$ cat config.mk
export PLATFORM = sky130hd
export DESIGN_NAME = ctrl_seq_flat
export DESIGN_NICKNAME = d
export VERILOG_FILES = /design/src/rtl/ctrl_seq_pkg.sv /design/src/rtl/ctrl_seq_if.sv /design/src/rtl/ctrl_seq_dec.sv /design/src/rtl/ctrl_seq.sv /design/src/flat_wrapper.sv
export SDC_FILE = /design/constraint.sdc
export NUM_CORES = 1
export LEC_CHECK = 0
export CORE_AREA = 3 3 108 110
export CTS_CLUSTER_DIAMETER = 50
export DETAILED_ROUTE_END_ITERATION = 8
export DIE_AREA = 0 0 111 113
export GPL_ROUTABILITY_DRIVEN = 0
export GPL_TIMING_DRIVEN = 0
export MAX_ROUTING_LAYER = met4
export SLEW_MARGIN = 20
export SYNTH_ARGS = -nofsm -noshare
export SYNTH_HDL_FRONTEND = slang
export SYNTH_SLANG_ARGS = --single-unit
$ cat constraint.sdc
create_clock -name clk -period 2 [get_ports clk]
set_input_delay 0.2 -clock clk [delete_from_list [all_inputs] [get_ports clk]]
set_output_delay 0.2 -clock clk [all_outputs]
set_load 0.05 [all_outputs]
$ cat src/rtl/ctrl_seq_pkg.sv
// Shared definitions for the ctrl_seq instruction sequencer: opcodes, ALU codes,
// FSM states, decode classes and instruction field positions.
package ctrl_seq_pkg;

   localparam logic [3:0] OP_ADD  = 4'b0000;
   localparam logic [3:0] OP_SUB  = 4'b0001;
   localparam logic [3:0] OP_AND  = 4'b0010;
   localparam logic [3:0] OP_OR   = 4'b0011;
   localparam logic [3:0] OP_XOR  = 4'b0100;
   localparam logic [3:0] OP_INV  = 4'b0101;
   localparam logic [3:0] OP_LOAD = 4'b1000;
   localparam logic [3:0] OP_INC  = 4'b1010;
   localparam logic [3:0] OP_DEC  = 4'b1011;
   localparam logic [3:0] OP_HLT  = 4'b1100;
   localparam logic [3:0] OP_JNZ  = 4'b1110;
   localparam logic [3:0] OP_JMP  = 4'b1111;

   localparam logic [2:0] ALU_ADD = 3'b000;
   localparam logic [2:0] ALU_SUB = 3'b001;
   localparam logic [2:0] ALU_AND = 3'b010;
   localparam logic [2:0] ALU_OR  = 3'b011;
   localparam logic [2:0] ALU_XOR = 3'b100;
   localparam logic [2:0] ALU_INV = 3'b101;

   localparam int OP_LSB   = 12;
   localparam int DEST_LSB = 8;
   localparam int SRCA_LSB = 4;
   localparam int SRCB_LSB = 0;
   localparam int IMM_LSB  = 0;

   typedef enum logic [2:0] {
      S_FETCH, S_DECODE, S_READ_A, S_READ_B, S_EXEC, S_WRITE, S_HALT
   } state_e;

   typedef enum logic [2:0] {
      CLS_NOP, CLS_ALU2, CLS_ALU1, CLS_LOAD, CLS_JMP, CLS_JNZ, CLS_HLT
   } cls_e;

   // Source of ALU operand B for the single-operand instructions.
   typedef enum logic [1:0] {
      B_REG, B_ONE, B_ZERO
   } bsel_e;

endpackage

$ cat src/rtl/ctrl_seq_if.sv
// Sequencer-to-datapath bus: instruction ROM, register file and ALU connections.
interface ctrl_seq_if #(
   parameter int PC_W   = 8,
   parameter int DATA_W = 8
);
   logic [PC_W-1:0]   pc;
   logic              ir_en;
   logic [15:0]       ir_data;
   logic [1:0]        reg_addr;
   logic              reg_rd;
   logic              reg_wr;
   logic [DATA_W-1:0] reg_wdata;
   logic [DATA_W-1:0] reg_rdata;
   logic [2:0]        alu_op;
   logic [DATA_W-1:0] alu_a;
   logic [DATA_W-1:0] alu_b;
   logic [DATA_W-1:0] alu_out;
   logic              alu_cy;
   logic              alu_zero;

   modport master (
      output pc, ir_en, reg_addr, reg_rd, reg_wr, reg_wdata, alu_op, alu_a, alu_b,
      input  ir_data, reg_rdata, alu_out, alu_cy, alu_zero
   );

   modport slave (
      input  pc, ir_en, reg_addr, reg_rd, reg_wr, reg_wdata, alu_op, alu_a, alu_b,
      output ir_data, reg_rdata, alu_out, alu_cy, alu_zero
   );
endinterface

$ cat src/rtl/ctrl_seq_dec.sv
// Combinational instruction decoder for ctrl_seq. With CTRL_SEQ_ILLEGAL_TRAP_EN
// defined, undefined opcodes decode as a halt and raise the illegal output.
module ctrl_seq_dec
   import ctrl_seq_pkg::*;
(
   input  logic [15:0] ir,
   output cls_e        cls,
   output logic [2:0]  alu_op,
   output logic        a_from_dest,
   output bsel_e       b_sel,
   output logic [1:0]  dest,
   output logic [1:0]  src_a,
   output logic [1:0]  src_b,
   output logic [7:0]  imm
`ifdef CTRL_SEQ_ILLEGAL_TRAP_EN
   ,
   output logic        illegal
`endif
);

   logic unused_bits;
   assign unused_bits = ^ir[11:10];

   assign dest  = ir[DEST_LSB +: 2];
   assign src_a = ir[SRCA_LSB +: 2];
   assign src_b = ir[SRCB_LSB +: 2];
   assign imm   = ir[IMM_LSB  +: 8];

   always_comb begin
      // NOTE: every output gets a default before the case so no path infers a latch.
      cls         = CLS_NOP;
      alu_op      = ALU_ADD;
      a_from_dest = 1'b0;
      b_sel       = B_REG;
`ifdef CTRL_SEQ_ILLEGAL_TRAP_EN
      illegal     = 1'b0;
`endif
      case (ir[OP_LSB +: 4])
         OP_ADD:  cls = CLS_ALU2;
         OP_SUB:  begin cls = CLS_ALU2; alu_op = ALU_SUB; end
         OP_AND:  begin cls = CLS_ALU2; alu_op = ALU_AND; end
         OP_OR:   begin cls = CLS_ALU2; alu_op = ALU_OR;  end
         OP_XOR:  begin cls = CLS_ALU2; alu_op = ALU_XOR; end
         OP_INV:  begin cls = CLS_ALU1; alu_op = ALU_INV; b_sel = B_ZERO; end
         OP_LOAD: cls = CLS_LOAD;
         OP_INC:  begin cls = CLS_ALU1; alu_op = ALU_ADD; a_from_dest = 1'b1; b_sel = B_ONE; end
         OP_DEC:  begin cls = CLS_ALU1; alu_op = ALU_SUB; a_from_dest = 1'b1; b_sel = B_ONE; end
         OP_HLT:  cls = CLS_HLT;
         OP_JNZ:  begin cls = CLS_JNZ; a_from_dest = 1'b1; end
         OP_JMP:  cls = CLS_JMP;
         default: begin
`ifdef CTRL_SEQ_ILLEGAL_TRAP_EN
            cls     = CLS_HLT;
            illegal = 1'b1;
`endif
         end
      endcase
   end

endmodule

$ cat src/rtl/ctrl_seq.sv
// ctrl_seq: fetch/decode/execute sequencer driving instruction ROM, register file and ALU.
// Optional trap on undefined opcodes via CTRL_SEQ_ILLEGAL_TRAP_EN (adds the illegal output).
module ctrl_seq
   import ctrl_seq_pkg::*;
#(
   parameter int PC_W   = 8,
   parameter int DATA_W = 8
) (
   input  logic        clk,
   input  logic        rst_n,
   ctrl_seq_if.master  bus,
   output logic        flag_c,
   output logic        flag_z,
   output logic        halted,
   output logic [15:0] retired
`ifdef CTRL_SEQ_ILLEGAL_TRAP_EN
   ,
   output logic        illegal
`endif
);

   state_e            state_q, state_d;
   logic [15:0]       ir_q, ir_d;
   logic [PC_W-1:0]   pc_q, pc_d, pc_inc, pc_tgt;
   logic [DATA_W-1:0] a_q, a_d, b_q, b_d, res_q, res_d, imm_w;
   logic              flag_c_q, flag_c_d, flag_z_q, flag_z_d;
   logic [15:0]       retired_q, retired_d, retired_inc;

   logic              fetch, reg_rd_c, reg_wr_c;
   logic [1:0]        reg_addr_c;
   logic [DATA_W-1:0] reg_wdata_c;

   cls_e              cls;
   logic [2:0]        dec_alu_op;
   logic              a_from_dest;
   bsel_e             b_sel;
   logic [1:0]        dest, src_a, src_b;
   logic [7:0]        imm;

`ifdef CTRL_SEQ_ILLEGAL_TRAP_EN
   logic              dec_illegal, illegal_q, illegal_d;
`endif

   ctrl_seq_dec u_dec (
      .ir          (ir_q),
      .cls         (cls),
      .alu_op      (dec_alu_op),
      .a_from_dest (a_from_dest),
      .b_sel       (b_sel),
      .dest        (dest),
      .src_a       (src_a),
      .src_b       (src_b),
      .imm         (imm)
`ifdef CTRL_SEQ_ILLEGAL_TRAP_EN
      ,
      .illegal     (dec_illegal)
`endif
   );

   assign pc_inc      = pc_q + PC_W'(1);
   assign pc_tgt      = PC_W'(imm);
   assign imm_w       = DATA_W'(imm);
   assign retired_inc = retired_q + 16'd1;

   always_comb begin
      state_d     = state_q;
      ir_d        = ir_q;
      pc_d        = pc_q;
      a_d         = a_q;
      b_d         = b_q;
      res_d       = res_q;
      flag_c_d    = flag_c_q;
      flag_z_d    = flag_z_q;
      retired_d   = retired_q;
      fetch       = 1'b0;
      reg_rd_c    = 1'b0;
      reg_wr_c    = 1'b0;
      reg_addr_c  = '0;
      reg_wdata_c = '0;
`ifdef CTRL_SEQ_ILLEGAL_TRAP_EN
      illegal_d   = illegal_q;
`endif
      case (state_q)
         S_FETCH: begin
            fetch   = 1'b1;
            ir_d    = bus.ir_data;
            state_d = S_DECODE;
         end
         S_DECODE: begin
            case (cls)
               CLS_LOAD: state_d = S_WRITE;
               CLS_JMP: begin
                  pc_d      = pc_tgt;
                  retired_d = retired_inc;
                  state_d   = S_FETCH;
               end
               CLS_HLT: begin
                  retired_d = retired_inc;
                  state_d   = S_HALT;
`ifdef CTRL_SEQ_ILLEGAL_TRAP_EN
                  illegal_d = illegal_q | dec_illegal;
`endif
               end
               CLS_NOP: begin
                  pc_d      = pc_inc;
                  retired_d = retired_inc;
                  state_d   = S_FETCH;
               end
               default: state_d = S_READ_A;
            endcase
         end
         S_READ_A: begin
            reg_rd_c   = 1'b1;
            reg_addr_c = a_from_dest ? dest : src_a;
            a_d        = bus.reg_rdata;
            if (cls == CLS_JNZ) begin
               pc_d      = (bus.reg_rdata != '0) ? pc_tgt : pc_inc;
               retired_d = retired_inc;
               state_d   = S_FETCH;
            end else if (cls == CLS_ALU1) begin
               // Single-operand ops take a constant B instead of a second register read.
               b_d     = (b_sel == B_ONE) ? DATA_W'(1) : '0;
               state_d = S_EXEC;
            end else begin
               state_d = S_READ_B;
            end
         end
         S_READ_B: begin
            reg_rd_c   = 1'b1;
            reg_addr_c = src_b;
            b_d        = bus.reg_rdata;
            state_d    = S_EXEC;
         end
         S_EXEC: begin
            res_d    = bus.alu_out;
            flag_c_d = bus.alu_cy;
            flag_z_d = bus.alu_zero;
            state_d  = S_WRITE;
         end
         S_WRITE: begin
            reg_wr_c    = 1'b1;
            reg_addr_c  = dest;
            reg_wdata_c = (cls == CLS_LOAD) ? imm_w : res_q;
            pc_d        = pc_inc;
            retired_d   = retired_inc;
            state_d     = S_FETCH;
         end
         S_HALT: ;
         default: state_d = S_FETCH;
      endcase
   end

   // NOTE: state registers use non-blocking assignments so every flop samples pre-edge values.
   always_ff @(posedge clk or negedge rst_n) begin
      if (!rst_n) begin
         state_q   <= S_FETCH;
         ir_q      <= '0;
         pc_q      <= '0;
         a_q       <= '0;
         b_q       <= '0;
         res_q     <= '0;
         flag_c_q  <= 1'b0;
         flag_z_q  <= 1'b0;
         retired_q <= '0;
`ifdef CTRL_SEQ_ILLEGAL_TRAP_EN
         illegal_q <= 1'b0;
`endif
      end else begin
         state_q   <= state_d;
         ir_q      <= ir_d;
         pc_q      <= pc_d;
         a_q       <= a_d;
         b_q       <= b_d;
         res_q     <= res_d;
         flag_c_q  <= flag_c_d;
         flag_z_q  <= flag_z_d;
         retired_q <= retired_d;
`ifdef CTRL_SEQ_ILLEGAL_TRAP_EN
         illegal_q <= illegal_d;
`endif
      end
   end

   // Fetch enable is qualified by reset so every output reads zero while held in reset.
   assign bus.ir_en     = fetch & rst_n;
   assign bus.pc        = pc_q;
   assign bus.reg_rd    = reg_rd_c;
   assign bus.reg_wr    = reg_wr_c;
   assign bus.reg_addr  = reg_addr_c;
   assign bus.reg_wdata = reg_wdata_c;
   assign bus.alu_op    = dec_alu_op;
   assign bus.alu_a     = a_q;
   assign bus.alu_b     = b_q;

   assign flag_c  = flag_c_q;
   assign flag_z  = flag_z_q;
   assign halted  = (state_q == S_HALT);
   assign retired = retired_q;
`ifdef CTRL_SEQ_ILLEGAL_TRAP_EN
   assign illegal = illegal_q;
`endif

endmodule

$ cat src/flat_wrapper.sv
// flat-port wrapper written by rule: the top's interface ports become plain ports
module ctrl_seq_flat import ctrl_seq_pkg::*;
#(
   parameter int PC_W   = 8,
   parameter int DATA_W = 8
)
  (clk, rst_n, flag_c, flag_z, halted, retired, bus_pc, bus_ir_en, bus_reg_addr, bus_reg_rd, bus_reg_wr, bus_reg_wdata, bus_alu_op, bus_alu_a, bus_alu_b, bus_ir_data, bus_reg_rdata, bus_alu_out, bus_alu_cy, bus_alu_zero);
  ctrl_seq_if #(.PC_W(PC_W), .DATA_W(DATA_W)) bus_i ();
  input  logic clk;
  input  logic rst_n;
  output logic flag_c;
  output logic flag_z;
  output logic halted;
  output logic [15:0] retired;
  output wire logic [$bits(bus_i.pc)-1:0] bus_pc;
  output wire logic [$bits(bus_i.ir_en)-1:0] bus_ir_en;
  output wire logic [$bits(bus_i.reg_addr)-1:0] bus_reg_addr;
  output wire logic [$bits(bus_i.reg_rd)-1:0] bus_reg_rd;
  output wire logic [$bits(bus_i.reg_wr)-1:0] bus_reg_wr;
  output wire logic [$bits(bus_i.reg_wdata)-1:0] bus_reg_wdata;
  output wire logic [$bits(bus_i.alu_op)-1:0] bus_alu_op;
  output wire logic [$bits(bus_i.alu_a)-1:0] bus_alu_a;
  output wire logic [$bits(bus_i.alu_b)-1:0] bus_alu_b;
  input wire logic [$bits(bus_i.ir_data)-1:0] bus_ir_data;
  input wire logic [$bits(bus_i.reg_rdata)-1:0] bus_reg_rdata;
  input wire logic [$bits(bus_i.alu_out)-1:0] bus_alu_out;
  input wire logic [$bits(bus_i.alu_cy)-1:0] bus_alu_cy;
  input wire logic [$bits(bus_i.alu_zero)-1:0] bus_alu_zero;
  assign bus_pc = bus_i.pc;
  assign bus_ir_en = bus_i.ir_en;
  assign bus_reg_addr = bus_i.reg_addr;
  assign bus_reg_rd = bus_i.reg_rd;
  assign bus_reg_wr = bus_i.reg_wr;
  assign bus_reg_wdata = bus_i.reg_wdata;
  assign bus_alu_op = bus_i.alu_op;
  assign bus_alu_a = bus_i.alu_a;
  assign bus_alu_b = bus_i.alu_b;
  assign bus_i.ir_data = bus_ir_data;
  assign bus_i.reg_rdata = bus_reg_rdata;
  assign bus_i.alu_out = bus_alu_out;
  assign bus_i.alu_cy = bus_alu_cy;
  assign bus_i.alu_zero = bus_alu_zero;
  ctrl_seq #(.PC_W(PC_W), .DATA_W(DATA_W)) u_core (.clk(clk), .rst_n(rst_n), .bus(bus_i), .flag_c(flag_c), .flag_z(flag_z), .halted(halted), .retired(retired));
endmodule
==> results of run 1 <==
-- layout make-up --
type                       instances  area (sq um)  share of cell area
timing repair buffer             128          1240               0.245
inverter                           9          33.8             0.00665
tap                              140           175              0.0345
buffer                             9          86.3              0.0170
clock buffer                      12           155              0.0305
sequential                        67          1680               0.331
multi-input combinational        203          1700               0.335
-- power by group through the flow --
stage	sequential (uW)	combinational [uW]	clock, uW
5_1_grt	2510	6100	1050
6_report	2430	5750	966
3_5_place_dp	2420	4700	0
4_1_cts	2440	5260	1010
3_3_place_gp	2390	4640	0
2_1_floorplan	3330	2300	0
-- worst min-delay path by stage --
stage	startpoint	to	slack, ns	cells past startpoint
finish	rst_n	u_core.flag_z$_DFFE_PN0P_	0.37	3
global route	rst_n	u_core.ir_q[6]$_DFFE_PN0N_	0.40	3
CTS	rst_n	u_core.flag_c$_DFFE_PN0P_	0.36	3
detailed placement	rst_n	u_core.flag_c$_DFFE_PN0P_	0.18	1
global placement	u_core.retired[15]$_DFFE_PN0P_	u_core.retired[15]$_DFFE_PN0P_	0.47	1
floorplan	rst_n	u_core.bus.alu_a[0]$_DFFE_PN0P_	-0.1	0
-- Yosys cell counts, types with 2 or more instances --
cell and number:
a211o_1 2, a21oi_1 12, a22o_1 7, a22oi_1 5, and2_1 5, and3_1 8, and4_1 3, buf_2 3
buf_4 2, clkbuf_1 9, dfrtp_1 67, ha_1 2, inv_1 9, mux2_2 31, mux2i_1 7, nand2_1 29
nand2b_1 2, nand3_1 9, nand3b_1 2, nand4_1 6, nor2_1 9, nor2b_1 6, nor3_1 6, nor4_1 2
o21ai_0 15, o2bb2ai_1 4, or3_1 2, xnor2_1 14
-- metal layers --
metal  global-route usage  share of wire  wire length, um  vias to the layer above
met4               0.0640          0.018              174                        0
met2                0.243           0.48             4590                       60
met3               0.0326          0.037              358                       13
li1                     -              -                -                     1314
met5                    -              0                0                        -
met1                0.207           0.47             4460                     1380
-- worst max-delay path, delay by kind of cell (launching register included) --
kind | cells | cell delay, ns
flops | 1 | 0.34
buf+inv | 4 | 0.55
compound gates | 2 | 0.20
simple gates | 2 | 0.51
-- repair_timing --
item / 4_1_cts / 5_1_grt
gates resized for setup: 139 / 33
cloned: 3 / 0
endpoints found under the setup margin: 53 / 39
buffers inserted: 13 / 19
hold buffers: 2 / 0
pin swaps: 13 / 14
endpoints found under the hold margin: 32 / 0
-- per-stage QoR --
stage | worst slack [ns] | total power (uW)
global route | -0.197 | 9660
floorplan | -0.191 | 5630
CTS | -0.172 | 8710
detailed placement | -0.803 | 7120
global placement | -2.34 | 7030
finish | -0.137 | 9140
-- logic make-up (layout without fill, tap and decap cells) --
| kind of cell | Yosys count | in the layout | synth area share |
|---|---|---|---|
| AOI/OAI and AO/OA | 52 | 53 | 0.108 |
| xor gates and xnor gates | 15 | 15 | 0.0409 |
| adders and majority gates | 2 | 2 | 0.00780 |
| buffers and inverters | 24 | 158 | 0.0339 |
| DFF | 67 | 67 | 0.522 |
| muxes | 38 | 38 | 0.131 |
| and+or+nand+nor | 94 | 95 | 0.157 |
-- registers in the layout (all words and copies together) (netlist names) --
register,cells
u_core.flag_z,1
u_core.ir_q,14
u_core.res_q,8
u_core.bus.alu_b,8
u_core.state_q,3
u_core.flag_c,1
u_core.bus.pc,8
u_core.bus.alu_a,8
u_core.retired,16
-- placed cells by master (no fill, tap or decap), types with 4 or more instances in the layout --
master	instances
nand2_1	26
xnor2_1	12
o21ai_1	6
a22o_1	7
nand4_1	6
buf_6	10
clkbuf_8	11
nor3_1	5
buf_8	4
buf_2	4
buf_4	31
clkdlybuf4s50_1	74
inv_1	9
mux2_2	30
dfrtp_1	63
a21oi_2	9
nor2b_1	5
nand3_2	6
and3_1	8
mux2i_1	6
nor2_1	7
dfrtp_2	4
o21ai_0	7
buf_12	4
==> summary.md, run 1 <==
| Metric | Value |
|---|---|
| All-Layer GR Usage | `0.159` |
| R2r setup slk | `-0.11 ns` |
| Clock Pin Slew Worst Setup and Hold Paths | `0.07 ns` |
| Most Frequent Cell on Critical Path | `buf_6` |
| Die H | `between 100 and 150 um` |
| CP Capture Type | `output port` |
| Crit Path Max Fanout | `5` |
| Int Power | `4880 uW` |
| Maximum level of the CTS H-tree | `3` |
| CTS Buf Count | `9` |
| Critical Path Start | `u_core.state_q[1]$_DFFE_PN0N_` |
| Die Width | `111 um` |
| IO Pins | `95` |
| Critical-path cell list | `buf_6 > or3b_4 > buf_4 > buf_6 > nor2_4 > a22oi_2 > o21ai_4 > buf_6` |
| Fin Hold WS | `approximately 0.37 ns` |
| Cell Area, Synth | `~0.0032 sq mm` |
| Synth unique cells | `between 40 and 50` |
| Area delta synth->final | `58.2%` |
| Post-synth ARST share | `1.00` |
| Fill count | `1009` |
| Hold Path Class | `in2async` |
| Slowest cell on crit path | `or3b_4` |
| Setup TNS | `-1.47 ns` |
| Failing checks | `negative setup slack` |
| Power Density | `1800 mW/mm^2` |
| Post-synth top area cell | `dfrtp_1` |
| R2r startpoint | `u_core.state_q[1]$_DFFE_PN0N_` |
| Synth Instances | `between 200 and 300` |
| First-pass GRT wire length | `~15000 um` |
| Reg2Reg Depth | `6` |
| Max-cap violations | `0` |
| Core Box Area | `0.0108 sq mm` |
| CTS Buffer Depth | `2` |
| # nets final | `465` |
| Die Area | `0.0125 sq mm` |
| Area share of the largest cell type after synthesis | `0.522` |
| Gate power share | `0.629` |
| IO Port Bufs | `92` |
| Switching power | `4260 uW` |
| Post-DP HPWL | `6320 um` |
| Routed wire length | `9580 um` |
| Actual slew at the worst max-slew pin | `0.574 ns` |
| Top cells by area, synth | `dfrtp_1, mux2_2, xnor2_1` |
| Critical Path Sink | `bus_reg_addr[1]` |
| Synth Register Bits | `67` |
| Clock power frac | `0.106` |
| Crit path time final | `2.14 ns` |
| Worst skew pair latency | `0.34 ns` |
| Antenna-violating nets left | `0` |
| Synth Flop Type | `dfrtp_1` |
| Starting Density | `0.297` |
| Share of post-route cells with drive strength above 1 | `0.350` |
| Leak Pwr | `0.00220 uW` |
| Final worst setup slack | `-0.137 ns` |
| RSZ-0062 raised after global routing | `yes` |
| FF-to-FF End | `u_core.retired[1]$_DFFE_PN0P_` |
| Final instance area | `just over 0.005 sq mm` |
| CP Launch Type | `flip-flop` |
| Sw frac | `0.466` |
| Max Clk Rate | `468 MHz` |
| Final hold viol count | `0` |
| Setup Skew | `0.00370 ns` |
| Worst path required time | `1.80 ns` |
| Number of DRC markers in iteration 0 | `97` |
| Grt ovf | `0` |
| Sequential share of the synthesized area | `0.522` |
| Drt first pass iters | `4` |
| Synthesized net count | `330` |
| DR vias/cell | `4.87` |
| CTS tree | `yes` |
| Placed cells | `525` |
| DR WL/cell | `16.9 um` |
| Arrival time worst endpoint | `1.94 ns` |
| Non-Filler Instances | `between 500 and 600` |
| Mean Syn Cell Area | `11.0 sq um` |
| Via count | `2767` |
| Worst VDD drop | `around 780 uV` |
| Vias in the first global route | `2885` |
| Slew headroom | `0.617` |
| Final period util | `1.07` |
| Seq pwr share | `0.266` |
| Finish-stage setup viols | `22` |
| Final number of max-transition violations | `0` |
| Ant. Diodes | `0` |
| Clock Sinks | `67` |
| Synth Warn # | `0` |
| WS Path Type | `reg2out` |
| DP Area | `about 0.0044 sq mm` |
| Slowest stage delay, CP | `approximately 0.38 ns` |
| Status | `finished, violations left` |
| EDFF count, synth | `0` |
| Largest net degree at the start of global routing | `37` |
| Clock root buffer | `clkbuf_8` |
| Final Util | `0.471` |
| Rows | `38` |
| DRC Markers | `0` |
| Antenna violations before repair | `0` |
Power figures use the tool's default switching activity.
==> run 2, diff against run 1 <==
Settings changed: CORE_AREA 3 3 108 110 to 3 3 99 120, DIE_AREA 0 0 111 113 to 0 0 102 123, DONT_BUFFER_PORTS set to 1, TNS_END_PERCENT set to 1.
==> summary.md, run 2 (same netlist as run 1, synthesis figures left out) <==
| Metric | Value |
|---|---|
| Grt ovf | `0 (unchanged)` |
| Worst VDD drop | `690 uV (-11%)` |
| Clock root buffer | `clkbuf_16` |
| Antenna violations before repair | `1 (+1)` |
| Max FFs per register | `16 (unchanged)` |
| IO Port Bufs | `0 (-100%)` |
| Final worst setup slack | `-0.186 ns (-0.0487 ns)` |
| Actual slew at the worst max-slew pin | `0.865 ns (+0.291 ns)` |
| CTS Buf Count | `9 (unchanged)` |
| Max-cap violations | `0 (unchanged)` |
| Arrival time worst endpoint | `1.99 ns (+0.05 ns)` |
| WS Path Type | `reg2out` |
| R2r setup slk | `-0.18 ns (-0.07 ns)` |
| Antenna-violating nets left | `0 (unchanged)` |
| Routed wire length | `8320 um (-13%)` |
| Number of DRC markers in iteration 0 | `113 (+16%)` |
| Drt first pass iters | `4 (unchanged)` |
| Largest net degree at the start of global routing | `68 (+84%)` |
| First-pass GRT wire length | `13000 um (-15%)` |
| Area delta synth->final | `27.3%` |
| Die H | `123 um (+8.8%)` |
| Clock Pin Slew Worst Setup and Hold Paths | `0.06 ns (about the same)` |
| Setup Skew | `0.00346 ns (-0.000232 ns)` |
| Hold Path Class | `in2reg` |
| Finish-stage setup viols | `33 (+50%)` |
| IO Pins | `95 (unchanged)` |
| Commonest non-fill, non-tap cells in the layout | `dfrtp_1, mux2_2, nand2_1` |
| Max Clk Rate | `457 MHz (-2.2%)` |
| CP Launch Type | `flip-flop` |
| CP Capture Type | `output port` |
| Core Box Area | `0.0109 sq mm (+1.3%)` |
| Final period util | `1.09 (+0.0243)` |
| Power Density | `2010 mW/mm^2 (+12%)` |
| FF+latch area | `0.00168 sq mm (-0.22%)` |
| DP Area | `0.00339 sq mm (-23%)` |
| Starting Density | `0.294 (-0.00374)` |
| CTS Buffer Depth | `2 (unchanged)` |
| Slew headroom | `0.421 (-0.196)` |
| Final number of max-transition violations | `0 (unchanged)` |
| Commonest non-fill, non-tap cell in the layout | `dfrtp_1` |
| DRC Markers | `0 (unchanged)` |
| DR vias/cell | `5.23 (+7.4%)` |
| Die Width | `102 um (-8.1%)` |
| Crit Path Max Fanout | `7 (+2)` |
| Die Area | `0.0125 sq mm (about the same)` |
| Maximum level of the CTS H-tree | `3 (unchanged)` |
| Fill count | `1064 (+5.5%)` |
| Final instance area | `0.00408 sq mm (-20%)` |
| Setup TNS | `-3.57 ns (-2.11 ns)` |
| Share of post-route cells with drive strength above 1 | `0.300 (-0.0502)` |
| Final hold viol count | `0 (unchanged)` |
| Post-DP HPWL | `5900 um (-6.6%)` |
| Rows | `42 (+11%)` |
| Via count | `2385 (-14%)` |
| # nets final | `356 (-23%)` |
| Worst path required time | `1.80 ns (about the same)` |
| DR WL/cell | `18.2 um (+8.1%)` |
| Worst skew pair latency | `0.33 ns (about the same)` |
| Clock Sinks | `67 (unchanged)` |
| Tot Pwr | `8200 uW (-10%)` |
| Failing checks | `negative setup slack` |
| Leak Pwr | `0.00172 uW (-22%)` |
| Area of the multi-input gates | `0.00163 sq mm (-4.5%)` |
| All-Layer GR Usage | `0.139 (-0.0199)` |
| Place WS | `-0.585 ns (+0.218 ns)` |
| Crit path time final | `2.19 ns (+0.0487 ns)` |
| CTS tree | `yes` |
| Status | `finished, violations left` |
| RSZ-0062 raised after global routing | `yes` |
| Vias in the first global route | `2465 (-15%)` |
## run 2: cell count changes in the layout (fill, tap and decap cells not counted), moves of 4 or more
| cell | delta |
|---|---|
| clkdlybuf4s50_1 | -74 |
| buf_4 | -26 |
| clkbuf_8 | -11 |
| clkbuf_16 | +10 |
| dlygate4sd3_1 | +10 |
| a21oi_2 | -8 |
| a21oi_4 | +7 |
| buf_6 | -7 |
| o21ai_0 | +6 |
| o21ai_1 | -6 |
| nand3_1 | +5 |
| nand3_2 | -5 |
| buf_12 | -4 |
| buf_8 | -4 |
## run 2: worst max-delay path, stage by stage, from the launching register on
cell and delay (ns):
dfrtp_2 0.46, nor2b_1 0.16, nand2_1 0.12, clkbuf_16 0.15
clkinvlp_4 0.27, a31oi_4 0.32, o21ai_4 0.17
## run 2: final cells by class
type | instances | area share
multi-input cells | 201 | 0.398
repair buffers | 17 | 0.0438
flip-flops and latches | 67 | 0.411
diodes | 1 | 0.000613
inverters | 9 | 0.00919
well taps | 132 | 0.0404
plain buffers | 13 | 0.0248
clock buffers | 9 | 0.0551
clock inverters | 7 | 0.0169
## run 2: per-layer routing
metal | global-route usage | wire, um | up-vias
met2 | 0.220 | 4150 | 87
met1 | 0.154 | 3220 | 1192
li1 | - | - | 1097
met5 | - | 0 | -
met3 | 0.0722 | 880 | 9
met4 | 0.0361 | 61 | 0
## run 2: final timing paths
check | end | cells past startpoint | start
worst min register to register | u_core.res_q[3]$_DFFE_PN0P_ | 1 | u_core.res_q[3]$_DFFE_PN0P_
min in group asynchronous | u_core.res_q[1]$_DFFE_PN0P_ | 2 | rst_n
worst min-delay path | u_core.bus.alu_b[3]$_DFFE_PN0P_ | 1 | bus_reg_rdata[3]
worst max-delay path | bus_reg_addr[1] | 6 | u_core.state_q[0]$_DFFE_PN0N_
max in group asynchronous | u_core.retired[5]$_DFFE_PN0P_ | 2 | rst_n
worst max register to register | u_core.retired[13]$_DFFE_PN0P_ | 7 | u_core.state_q[2]$_DFFE_PN0N_
## run 2: power by group
part | switching, uW | internal [uW]
clock | 582 | 958
combinational | 1820 | 1330
sequential | 1600 | 1910
## run 2: per-stage QoR
stage | hold slack, ns | instances | util
after floorplan | -0.0956 | 292 | -
after global routing | 0.000428 | 456 | 0.374
final | 0.0145 | 456 | 0.374
after detailed placement | -0.0941 | 424 | 0.310
after global placement | -0.0941 | 424 | 0.310
after CTS | 0.00381 | 450 | 0.368
## run 2: timing repair
| action | CTS | global route |
|---|---|---|
| hold endpoints to repair | 72 | 5 |
| hold buffers | 7 | 5 |
| pin swaps | 11 | 7 |
| resized for setup | 49 | 1 |
| cloned | 1 | 0 |
| setup endpoints to repair | 42 | 40 |
| buffers inserted | 4 | 0 |
==> run 3, diff against run 2 <==
Settings changed: HOLD_SLACK_MARGIN set to 0.15.
==> summary.md, run 3 (same netlist as run 1, synthesis figures left out) <==
| Metric | Value |
|---|---|
| Leak Pwr | `0.00182 uW (+5.5%)` |
| Finish-stage setup viols | `29 (-12%)` |
| CP Launch Type | `flip-flop` |
| Grt ovf | `0 (unchanged)` |
| Rows | `42 (unchanged)` |
| Final period util | `1.11 (+0.0143)` |
| Hold Path Class | `in2async` |
| Area delta synth->final | `34.5%` |
| DR vias/cell | `5.18 (-0.88%)` |
| Max-cap violations | `0 (unchanged)` |
| Failing checks | `negative setup slack` |
| Drt first pass iters | `4 (unchanged)` |
| Final hold viol count | `0 (unchanged)` |
| RSZ-0062 raised after global routing | `yes` |
| Core Box Area | `0.0109 sq mm (unchanged)` |
| Die Width | `102 um (unchanged)` |
| Fill count | `1041 (-2.2%)` |
| Commonest non-fill, non-tap cells in the layout | `dfrtp_1, dlygate4sd3_1, mux2_2` |
| Worst VDD drop | `692 uV (+0.24%)` |
| Sw frac | `0.489 (+0.000740)` |
| Max Clk Rate | `452 MHz (-1.3%)` |
| Setup Skew | `0.00400 ns (+0.000537 ns)` |
| Crit path time final | `2.21 ns (+0.0286 ns)` |
| Fin Hold WS | `0.436 ns (+0.422 ns)` |
| Ant. Diodes | `0 (-1)` |
| Antenna violations before repair | `0 (-1)` |
| First-pass GRT wire length | `13500 um (+4.3%)` |
| Routed wire length | `8620 um (+3.7%)` |
| Max FFs per register | `16 (unchanged)` |
| Largest net degree at the start of global routing | `68 (unchanged)` |
| Status | `finished, violations left` |
| Gate power share | `0.390 (+0.005)` |
| IO Port Bufs | `0 (unchanged)` |
| DP Area | `0.00339 sq mm (unchanged)` |
| Actual slew at the worst max-slew pin | `0.866 ns (+0.000474 ns)` |
| Final worst setup slack | `-0.215 ns (-0.0286 ns)` |
| Final instance area | `0.00432 sq mm (+5.7%)` |
| Antenna-violating nets left | `0 (unchanged)` |
| # nets final | `378 (+6.2%)` |
| Worst path required time | `1.80 ns (about the same)` |
| Post-DP HPWL | `5900 um (unchanged)` |
| All-Layer GR Usage | `0.144 (+0.00524)` |
| CP Capture Type | `output port` |
| WS Path Type | `reg2out` |
| Vias in the first global route | `2566 (+4.1%)` |
| Switching power | `4050 uW (+1.3%)` |
| Share of post-route cells with drive strength above 1 | `0.290 (-0.0105)` |
| Place WS | `-0.585 ns (unchanged)` |
| Worst skew pair latency | `0.33 ns (about the same)` |
| Commonest non-fill, non-tap cell in the layout | `dfrtp_1` |
| Die Area | `0.0125 sq mm (unchanged)` |
| Starting Density | `0.294 (unchanged)` |
| Number of DRC markers in iteration 0 | `123 (+8.8%)` |
| Via count | `2473 (+3.7%)` |
| GR Util met2 | `0.226 (+0.00528)` |
| Crit Path Max Fanout | `7 (unchanged)` |
| Slew headroom | `0.420 (about the same)` |
| Final number of max-transition violations | `0 (unchanged)` |
| Int Power | `4240 uW (+0.97%)` |
| Clock power frac | `0.187 (about the same)` |
| Seq pwr share | `0.423 (-0.005)` |
| Maximum level of the CTS H-tree | `3 (unchanged)` |
| Met1 Track Usage GR | `0.167 (+0.0133)` |
| Clock Pin Slew Worst Setup and Hold Paths | `0.05 ns (about the same)` |
| CTS tree | `yes` |
| DR WL/cell | `18.1 um (-0.88%)` |
| DRC Markers | `0 (unchanged)` |
| Die H | `123 um (unchanged)` |
| GR met3 Demand/Resource | `0.0672 (-0.00508)` |
| Tot Pwr | `8290 uW (+1.1%)` |
| Setup TNS | `-3.43 ns (+0.146 ns)` |
| Power Density | `1920 mW/mm^2 (-4.3%)` |
| CTS Buf Count | `9 (unchanged)` |
| Arrival time worst endpoint | `2.01 ns (+0.02 ns)` |
| IO Pins | `95 (unchanged)` |
| GRT busiest layer | `met2` |
| Clock root buffer | `clkbuf_16` |
| Clock Sinks | `67 (unchanged)` |
| CTS Buffer Depth | `2 (unchanged)` |
run 3: worst max-delay path, stage by stage (launching register included):
cell        delay [ns]
dfrtp_2           0.46
nor2b_2           0.18
nand2_1           0.12
clkbuf_16         0.16
clkinvlp_4        0.27
a31oi_4           0.33
o21ai_4           0.17
run 3: worst paths after layout:
check | startpoint | endpoint | slack (ns) | cells past startpoint
setup / recovery | u_core.state_q[0]$_DFFE_PN0N_ | bus_reg_addr[1] | -0.21 | 6
hold / removal | rst_n | u_core.res_q[1]$_DFFE_PN0P_ | 0.44 | 2
setup reg to reg | u_core.state_q[2]$_DFFE_PN0N_ | u_core.retired[13]$_DFFE_PN0P_ | -0.20 | 7
hold reg to reg | u_core.res_q[3]$_DFFE_PN0P_ | u_core.res_q[3]$_DFFE_PN0P_ | 0.51 | 1
max in group asynchronous | rst_n | u_core.state_q[0]$_DFFE_PN0N_ | 1.28 | 2
min in group clk | u_core.res_q[3]$_DFFE_PN0P_ | u_core.res_q[3]$_DFFE_PN0P_ | 0.51 | 1
run 3: what timing repair did:
action,4_1_cts,5_1_grt
hold buffers,34,0
buffers inserted,4,0
gates cloned,1,0
pin swaps,11,10
endpoints found under the hold margin,107,0
gates resized for setup,49,7
endpoints found under the setup margin,42,49
run 3: per-layer routing:
metal | vias to the layer above | wire [um]
li1 | 1134 | -
met1 | 1242 | 3420
met2 | 88 | 4310
met3 | 9 | 829
met4 | 0 | 61
met5 | - | 0
run 3: layout make-up:
type	instances	area, sq um	share of cell area
clock inverters	7	68.8	0.0159
inverters	9	37.5	0.00870
flip-flops and latches	67	1680	0.389
multi-input cells	201	1640	0.379
plain buffers	13	101	0.0235
clock buffers	9	225	0.0522
repair buffers	39	403	0.0934
well taps	132	165	0.0383
run 3: power groups by stage:
stage	clock network [uW]	registers [uW]	logic [uW]
final	1550	3510	3230
after global routing	1680	3620	3510
after CTS	1600	3530	3190
after detailed placement	0	3540	2640
after global placement	0	3520	2580
after floorplan	0	3330	2230
run 3: stage by stage:
step           std cells   util
5_1_grt              477  0.395
6_report             477  0.395
4_1_cts              477  0.393
2_1_floorplan        292      -
3_3_place_gp         424  0.310
3_5_place_dp         424  0.310
